`config.mk`:
```
export PLATFORM = sky130hd
export DESIGN_NAME = iter_shifter
export DESIGN_NICKNAME = d
export VERILOG_FILES = /design/src/rtl/iter_shifter_pkg.sv /design/src/rtl/iter_shifter_shift_step.sv /design/src/rtl/iter_shifter.sv
export SDC_FILE = /design/constraint.sdc
export NUM_CORES = 1
export LEC_CHECK = 0
export CAP_MARGIN = 5
export CORE_MARGIN = 5
export CORE_UTILIZATION = 60
export CTS_BUF_LIST = sky130_fd_sc_hd__clkbuf_2
export DETAILED_ROUTE_END_ITERATION = 7
export GPL_TIMING_DRIVEN = 1
export PLACE_DENSITY = 0.86
export SYNTH_ARGS = -nofsm -noshare
export SYNTH_HDL_FRONTEND = slang
export SYNTH_SLANG_ARGS = --single-unit
```
`constraint.sdc`:
```
create_clock -name clock -period 7.2 [get_ports clock]
set_input_delay 1.44 -clock clock [delete_from_list [all_inputs] [get_ports clock]]
set_output_delay 1.44 -clock clock [all_outputs]
set_load 0.01 [all_outputs]
```
`src/rtl/iter_shifter_pkg.sv`:
```
// iter_shifter_pkg: shared constants and types for the iterative shift unit.
//   DATALENGTH / R_SIZE : datapath and shift-amount widths
//   SHIFT_*             : shift opcodes (2'b10 is reserved and behaves as SLL)
//   shState_t           : FSM state encodings
//   minStep()           : per-cycle shift distance, min(rem, step)
package iter_shifter_pkg;

  localparam int DATALENGTH = 32;
  localparam int R_SIZE     = 5;

  localparam logic [1:0] SHIFT_SLL = 2'b00;
  localparam logic [1:0] SHIFT_SRL = 2'b01;
  localparam logic [1:0] SHIFT_SRA = 2'b11;

  typedef enum logic [1:0] {
    SHS_IDLE = 2'b00,
    SHS_RUN  = 2'b01,
    SHS_DONE = 2'b10
  } shState_t;

  // step is at most 16, so it always fits in R_SIZE bits.
  function automatic logic [R_SIZE-1:0] minStep(input logic [R_SIZE-1:0] rem,
                                                input int step);
    logic [R_SIZE-1:0] s;
    s = R_SIZE'(step);
    return (rem > s) ? s : rem;
  endfunction

endpackage

```
`src/rtl/iter_shifter_shift_step.sv`:
```
// shift_step: combinational single-step shifter.
//   acc     : value to shift
//   k       : shift distance for this step (0..STEP of the parent)
//   op      : SHIFT_SLL / SHIFT_SRL / SHIFT_SRA (reserved code -> SLL)
//   shifted : acc shifted by k
module shift_step
  import iter_shifter_pkg::*;
(
  input  logic [DATALENGTH-1:0] acc,
  input  logic [R_SIZE-1:0]     k,
  input  logic [1:0]            op,
  output logic [DATALENGTH-1:0] shifted
);

  always_comb begin
    shifted = acc << k;
    case (op)
      SHIFT_SRL: shifted = acc >> k;
      SHIFT_SRA: shifted = DATALENGTH'($signed(acc) >>> k);
      default:   shifted = acc << k;
    endcase
  end

endmodule

```
`src/rtl/iter_shifter.sv`:
```
// iter_shifter: multi-cycle SLL/SRL/SRA unit for the EX stage.
// Moves up to STEP bit positions per cycle (STEP in {1,2,4,8,16}).
//   clock, reset  : rising-edge clock, async active-low reset
//   StartE        : start request, honoured only in IDLE/DONE
//   ShiftOpE      : opcode, ShiftsE : amount 0..31, SrcBE : operand
//   FlushE        : abort; wins over StartE, suppresses the done pulse
//   ShiftResultE  : result, held from done until the next completion
//   ShiftBusyE    : high in RUN (stall request)
//   ShiftDoneE    : one-cycle pulse when ShiftResultE is valid
// All outputs are registered and computed from the next-state decision,
// so they line up with the state they describe.
module iter_shifter
  import iter_shifter_pkg::*;
#(
  parameter int STEP = 4
) (
  input  logic                  clock,
  input  logic                  reset,
  input  logic                  StartE,
  input  logic [1:0]            ShiftOpE,
  input  logic [R_SIZE-1:0]     ShiftsE,
  input  logic [DATALENGTH-1:0] SrcBE,
  input  logic                  FlushE,
  output logic [DATALENGTH-1:0] ShiftResultE,
  output logic                  ShiftBusyE,
  output logic                  ShiftDoneE
);

  shState_t              state;
  logic [DATALENGTH-1:0] acc;
  logic [R_SIZE-1:0]     rem;
  logic [1:0]            op;

  logic [R_SIZE-1:0]     k;
  logic [R_SIZE-1:0]     remNext;
  logic [DATALENGTH-1:0] accNext;

  assign k       = minStep(rem, STEP);
  assign remNext = rem - k;

  shift_step uStep (
    .acc     (acc),
    .k       (k),
    .op      (op),
    .shifted (accNext)
  );

  always_ff @(posedge clock or negedge reset) begin
    if (!reset) begin
      state        <= SHS_IDLE;
      acc          <= '0;
      rem          <= '0;
      op           <= SHIFT_SLL;
      ShiftResultE <= '0;
      ShiftBusyE   <= 1'b0;
      ShiftDoneE   <= 1'b0;
    end else begin
      ShiftBusyE <= 1'b0;
      ShiftDoneE <= 1'b0;
      if (FlushE) begin
        // Abort: result register keeps the last completed value.
        state <= SHS_IDLE;
      end else begin
        case (state)
          SHS_IDLE, SHS_DONE: begin
            if (StartE) begin
              acc <= SrcBE;
              rem <= ShiftsE;
              op  <= ShiftOpE;
              if (ShiftsE != '0) begin
                state      <= SHS_RUN;
                ShiftBusyE <= 1'b1;
              end else begin
                // Zero-length shift completes without ever going busy.
                state        <= SHS_DONE;
                ShiftDoneE   <= 1'b1;
                ShiftResultE <= SrcBE;
              end
            end else begin
              state <= SHS_IDLE;
            end
          end
          SHS_RUN: begin
            acc <= accNext;
            rem <= remNext;
            if (remNext == '0) begin
              state        <= SHS_DONE;
              ShiftDoneE   <= 1'b1;
              ShiftResultE <= accNext;
            end else begin
              ShiftBusyE <= 1'b1;
            end
          end
          default: state <= SHS_IDLE;
        endcase
      end
    end
  end

endmodule

```
==> qor.txt, run 1 <==
Via count of the first global-routing pass: 5489
Critical path buffers and inverters: 1
Post-DP HPWL: 11.7 mm
Tot Pwr: 2670 uW
XOR/XNOR Fraction of Synth Area: 0%
Actual slew at the worst max-slew pin: 0.996 ns
Largest family of logic cells by synthesized area: compound AO/OA/AOI/OAI gates
Largest net degree at the start of global routing: 93
Compound-Gate Fraction of Synth Area: 28.5%
Setup_tns: 0 ns
Antenna violations before repair: 0
Layout Utilization: 68.4%
Slowest cell on crit path: and4_1
Routed WL: 18.0 mm
Die width: 109 um
Cells after DPL: 805
Synth Cell Area: 5900 um2
Clock-pin slew on the worst setup and hold paths: 0.20 ns
Top delay family on crit path: simple AND/OR/NAND/NOR gates
Maximum vdd drop: 0.000221 V
Nets: 727
HP Class: flop to flop
WHS Endpoint: ShiftResultE[26]
Ant diodes: 0
Total global routing overflow: 0
CP max stage delay: 0.96 ns
Slew Limit Headroom: 33.6%
Std cell rows: 36
CTS Buf Count: 9
Synth Register Bits: 75
EDFF count, synth: 0
Static Leak: 0.00249 uW
Crit Path Category: flop to flop
Fmax: 234 MHz
Register area share after synthesis: 31.8%
Die ar.: 11900 um2
Reg2reg path depth: 9
Worst R2R Setup Slack: 2.93 ns
Synth unique cells: 79
CTS tree: done
Hold path start: ShiftResultE[26]
Clock sink count: 75
CTS Hold Bufs: 0
DR pass1 iterations: 7
First-pass GRT wire length: 28.7 mm
# port buffers: 76
Core area: 9680 um2
Synth async-reset ratio: 100%
Post-Synth Simple-Gate Area: 19.8%
Placer Congestion: 0.930
Synth Instances: 676
Hold Path Stages: 1
CP required: 7.67 ns
Crit path time final: 4.27 ns
Post-synthesis mux area share: 11.5%
Final hold slack: 0.528 ns
Worst skew pair latency: 0.57 ns
Layout cell share with drive strength beyond 1: 13.4%
Post-Syn Area per Cell: 8.72 um2
Total Routing Usage GR: 30.8%
Routed len/inst: 21.9 um
Non-Filler Instances: 821
Clk Tree Root Cell: clkbuf_2
Yosys warns: 0
Max-Cap Viols: 0
CTS Buffer Depth: 2
Pwr Density: 404 nW/um2
Setup violators final: 0
Initial Util: 60.9%
DR DRC count: 0
CP cell instances: or3_4, nand2_1, ha_1, o211a_1, a2111oi_1, and4_1, nor2_8, inv_6, mux2_2
Post-Synth Adder-Cell Area: 0.212%
Post-CTS Resized: 0
Hold Fails Final Rpt: 0
Area grow syn2layout: 12.3%
IO Count: 77
Crit path DAT: 4.73 ns
Die span in y: 109 um
Vias/cell: 7.09
R2r endpoint: ShiftResultE[16]
Fin crit share: 59.3%
FF-to-FF Start: rem[2]
Post-CTS setup repair buffer count: 0
Critical path peak fanout: 30
Ys flop type: dfrtp_1
Via count: 5817
Fin. max-slew vios: 0
Status: finished, final reports clean
Final ANT Viol Nets: 0
Setup Skew: 0.0239 ns
Startpoint type of the worst setup path: flop
Crit end category: flop
H-tree depth: 3
Initial DRC count: 821
Unrepaired setup endpoints after global routing: false
Syn Nets: 720
==> registers in the layout, summed over array words and instances (netlist names) <==
register,count
rem,5
ShiftBusyE,1
state,2
acc,32
ShiftDoneE,1
op,2
ShiftResultE,32
==> power by group <==
part	leakage [uW]	internal, uW	switching (uW)
registers	0.000894	598	321
logic	0.00150	670	775
clock network	0.0000933	149	160
total	0.00249	1420	1260
==> cells in the final DEF (no fill, tap or decap), drive strengths merged, types with 5 or more instances in the layout <==
cell type | netlist | final
buf | 50 | 12
nand2b | 10 | 10
a221oi | 31 | 31
and3 | 5 | 5
o31ai | 5 | 5
nor4 | 14 | 14
a221o | 5 | 5
nor2 | 54 | 54
o221ai | 5 | 5
o21ai | 30 | 30
nor2b | 13 | 13
clkdlybuf4s50 | 0 | 75
mux2 | 31 | 31
mux4 | 9 | 9
nor3 | 43 | 43
o211ai | 6 | 6
a2111oi | 10 | 10
inv | 8 | 8
dfrtp | 75 | 75
clkbuf | 41 | 10
nand3 | 12 | 12
a211oi | 28 | 28
nand2 | 51 | 51
a21oi | 51 | 51
a31oi | 8 | 8
mux2i | 12 | 12
o22ai | 6 | 6
==> cell usage after synthesis, drive strengths merged (4+ instances only) <==
cell type / n / area share, %
dfrtp: 75 / 32
nor2: 54 / 3.7
a21oi: 51 / 4.3
nand2: 51 / 3.2
buf: 50 / 4.9
nor3: 43 / 3.8
clkbuf: 41 / 2.6
a221oi: 31 / 5.7
mux2: 31 / 6.0
o21ai: 30 / 2.5
a211oi: 28 / 3.7
nor4: 14 / 1.5
nor2b: 13 / 1.4
mux2i: 12 / 2.0
nand3: 12 / 1.0
a2111oi: 10 / 1.9
nand2b: 10 / 1.1
mux4: 9 / 3.4
a31oi: 8 / 0.85
inv: 8 / 0.59
o211ai: 6 / 0.76
o22ai: 6 / 0.64
a221o: 5 / 0.85
and3: 5 / 0.53
o221ai: 5 / 0.74
o31ai: 5 / 0.64
a211o: 4 / 0.59
nor3b: 4 / 0.59
==> layout make-up <==
| type | instances | area, um2 |
|---|---|---|
| inverter | 8 | 35.0 |
| timing repair buffer | 87 | 841 |
| multi-input combinational | 502 | 3550 |
| tap | 133 | 166 |
| sequential | 75 | 1880 |
| fill | 772 | 3060 |
| clock buffer | 10 | 50.0 |
| clock inverter | 6 | 104 |
==> cells by family after synthesis <==
logic type / count (synthesis)
mux: 52
buf+inv: 99
compound gates: 223
other cells: 1
simple gates: 225
fa+ha+maj: 1
flops: 75
==> worst reg2reg max path: stages, from the launching register on <==
cell and delay, ns:
dfrtp_1 0.85, or3_4 0.49, nand2_1 0.11, ha_1 0.32, o211a_1 0.26, a2111oi_1 0.49
and4_1 0.96, nor2_8 0.08, inv_6 0.26, mux2_2 0.38
==> metal layers <==
layer / wire length, um / GRT usage [%] / share of wire [%]
met1: 6950 / 42.2 / 39
met2: 8100 / 46.1 / 45
met3: 2050 / 5.80 / 11
met4: 854 / 16.8 / 4.8
met5: 0 / 0 / 0
==> through the flow <==
| stage | worst slack [ns] | area, um2 |
|---|---|---|
| 2_1_floorplan | 3.85 | 5900 |
| 3_3_place_gp | 3.15 | 6470 |
| 3_5_place_dp | 3.06 | 6470 |
| 4_1_cts | 3.02 | 6620 |
| 5_1_grt | 2.70 | 6620 |
| 6_report | 2.93 | 6620 |
==> worst max-delay path by stage <==
stage / from / end / slack (ns) / cells after the start
floorplan: rem[4] / ShiftResultE[16] / 3.85 / 14
finish: rem[2] / ShiftResultE[16] / 2.93 / 9
CTS: rem[2] / ShiftResultE[16] / 3.02 / 9
global placement: FlushE / ShiftResultE[12] / 3.15 / 6
detailed placement: FlushE / ShiftResultE[15] / 3.06 / 6
global route: rem[2] / ShiftResultE[21] / 2.70 / 9
(Power assumes the default switching activity.)
==> inputs of run 2 (changes only) <==
Settings changed: CORE_UTILIZATION 60 to 58, PLACE_DENSITY 0.86 to 0.83.
Clock period 7.2 ns to 4 ns, I/O delays scaled along.
==> qor.txt, run 2 (synthesis results as in run 1) <==
Status: finished, final reports clean
Worst R2R Setup Slack: 0.67 ns
Setup violators final: 0
CP required: 4.49 ns
Total global routing overflow: 0
Via count: 5847
Crit end category: flop
Clk Tree Root Cell: clkbuf_2
DR pass1 iterations: 5
CTS Buf Count: 9
Crit path DAT: 3.82 ns
Clock sink count: 75
Worst skew pair latency: 0.61 ns
Commonest non-fill, non-tap cells in the layout: clkdlybuf4s50_1, dfrtp_1, nor2_1
Die ar.: 12300 um2
Via count of the first global-routing pass: 5698
Critical path peak fanout: 28
Die span in y: 111 um
Ant diodes: 0
Fin. max-slew vios: 0
Setup Skew: 0.0308 ns
H-tree depth: 3
CTS Hold Bufs: 0
Pwr Density: 726 nW/um2
Routed WL: 18.3 mm
Nets: 733
CTS Buffer Depth: 2
# fillers: 779
Die width: 111 um
Core area: 9860 um2
Slew Limit Headroom: 22.1%
Unrepaired setup endpoints after global routing: false
Total Routing Usage GR: 29.8%
Post-CTS Resized: 0
Layout cell share with drive strength beyond 1: 13.8%
Startpoint type of the worst setup path: flop
Fmax: 301 MHz
Crit path time final: 3.33 ns
Fin crit share: 83.2%
Crit Path Category: flop to flop
Tot Pwr: 4840 uW
Area grow syn2layout: 13.0%
Placer Congestion: 0.960
Maximum vdd drop: 0.000405 V
Hold Fails Final Rpt: 0
Initial DRC count: 808
Std cell rows: 36
Post-CTS setup repair buffer count: 0
Setup_tns: 0 ns
IO Count: 77
Largest net degree at the start of global routing: 76
# port buffers: 76
Actual slew at the worst max-slew pin: 1.17 ns
Vias/cell: 7.07
Post-DP HPWL: 11.9 mm
Final ANT Viol Nets: 0
HP Class: input port to async pin
Largest registers: ShiftResultE (32), acc (32), rem (5)
Initial Util: 59.8%
Antenna violations before repair: 0
DR DRC count: 0
Routed len/inst: 22.2 um
CTS tree: done
Max-Cap Viols: 0
Static Leak: 0.00251 uW
Most common cell after layout, fill and taps aside: clkdlybuf4s50_1
Clock-pin slew on the worst setup and hold paths: 0.22 ns
First-pass GRT wire length: 30.1 mm
run 2: cell count changes in the layout (fill, tap and decap cells not counted), sizes merged:
cell	before	now
clkinv	3	4
buf	12	18
clkbuf	10	9
run 2: metrics by stage:
step                      utilization [%]  std cells  hold WS, ns  cell area (um2)  setup WS [ns]
after floorplan                         -        676        0.504             5900          0.654
after global placement               66.0        811        0.476             6510          0.867
after detailed placement             66.0        811        0.486             6510          0.768
after CTS                            67.5        827        0.317             6660          0.708
after global routing                 67.5        827        0.361             6660          0.462
final                                67.5        827        0.305             6660          0.673
run 2: worst max-delay path, cell delays in order, from the launching register on:
cell,delay [ns]
dfrtp_1,0.63
or3_4,0.46
nand2_1,0.08
ha_1,0.29
a2111oi_2,0.09
a2111oi_1,0.55
and4_1,0.41
nor2_8,0.08
inv_6,0.22
mux2_2,0.37
run 2: layer usage:
layer / part of all wire [%] / vias up / routed length (um) / global-route usage, %
met5: 0 / - / 0 / 0
met2: 47 / 388 / 8530 / 45.5
li1: - / 2607 / - / -
met1: 39 / 2786 / 7180 / 38.9
met3: 11 / 66 / 2040 / 9.55
met4: 3.2 / 0 / 586 / 12.7
run 2: final timing paths:
check	start	endpoint	cells after the start
max in group asynchronous	reset	rem[0]	1
min	reset	ShiftResultE[18]	1
max	rem[3]	ShiftResultE[21]	9
min in group clock	ShiftResultE[26]	ShiftResultE[26]	1
max reg2reg	rem[3]	ShiftResultE[21]	9
min reg2reg	ShiftResultE[26]	ShiftResultE[26]	1
run 2: power by group:
part | total, uW | leakage (uW) | switching [uW] | internal (uW)
clock | 541 | 0.0000884 | 279 | 262
sequential | 1680 | 0.000894 | 602 | 1080
combinational | 2620 | 0.00153 | 1390 | 1230
total | 4840 | 0.00251 | 2270 | 2570
run 2: area by class of cell:
cell class / instances / area (um2) / area share, %
timing repair buffer: 93 / 886 / 13.3
sequential: 75 / 1880 / 28.2
clock buffer: 9 / 45.0 / 0.676
multi-input combinational: 502 / 3550 / 53.2
tap: 133 / 166 / 2.50
inverter: 8 / 35.0 / 0.526
clock inverter: 7 / 106 / 1.60
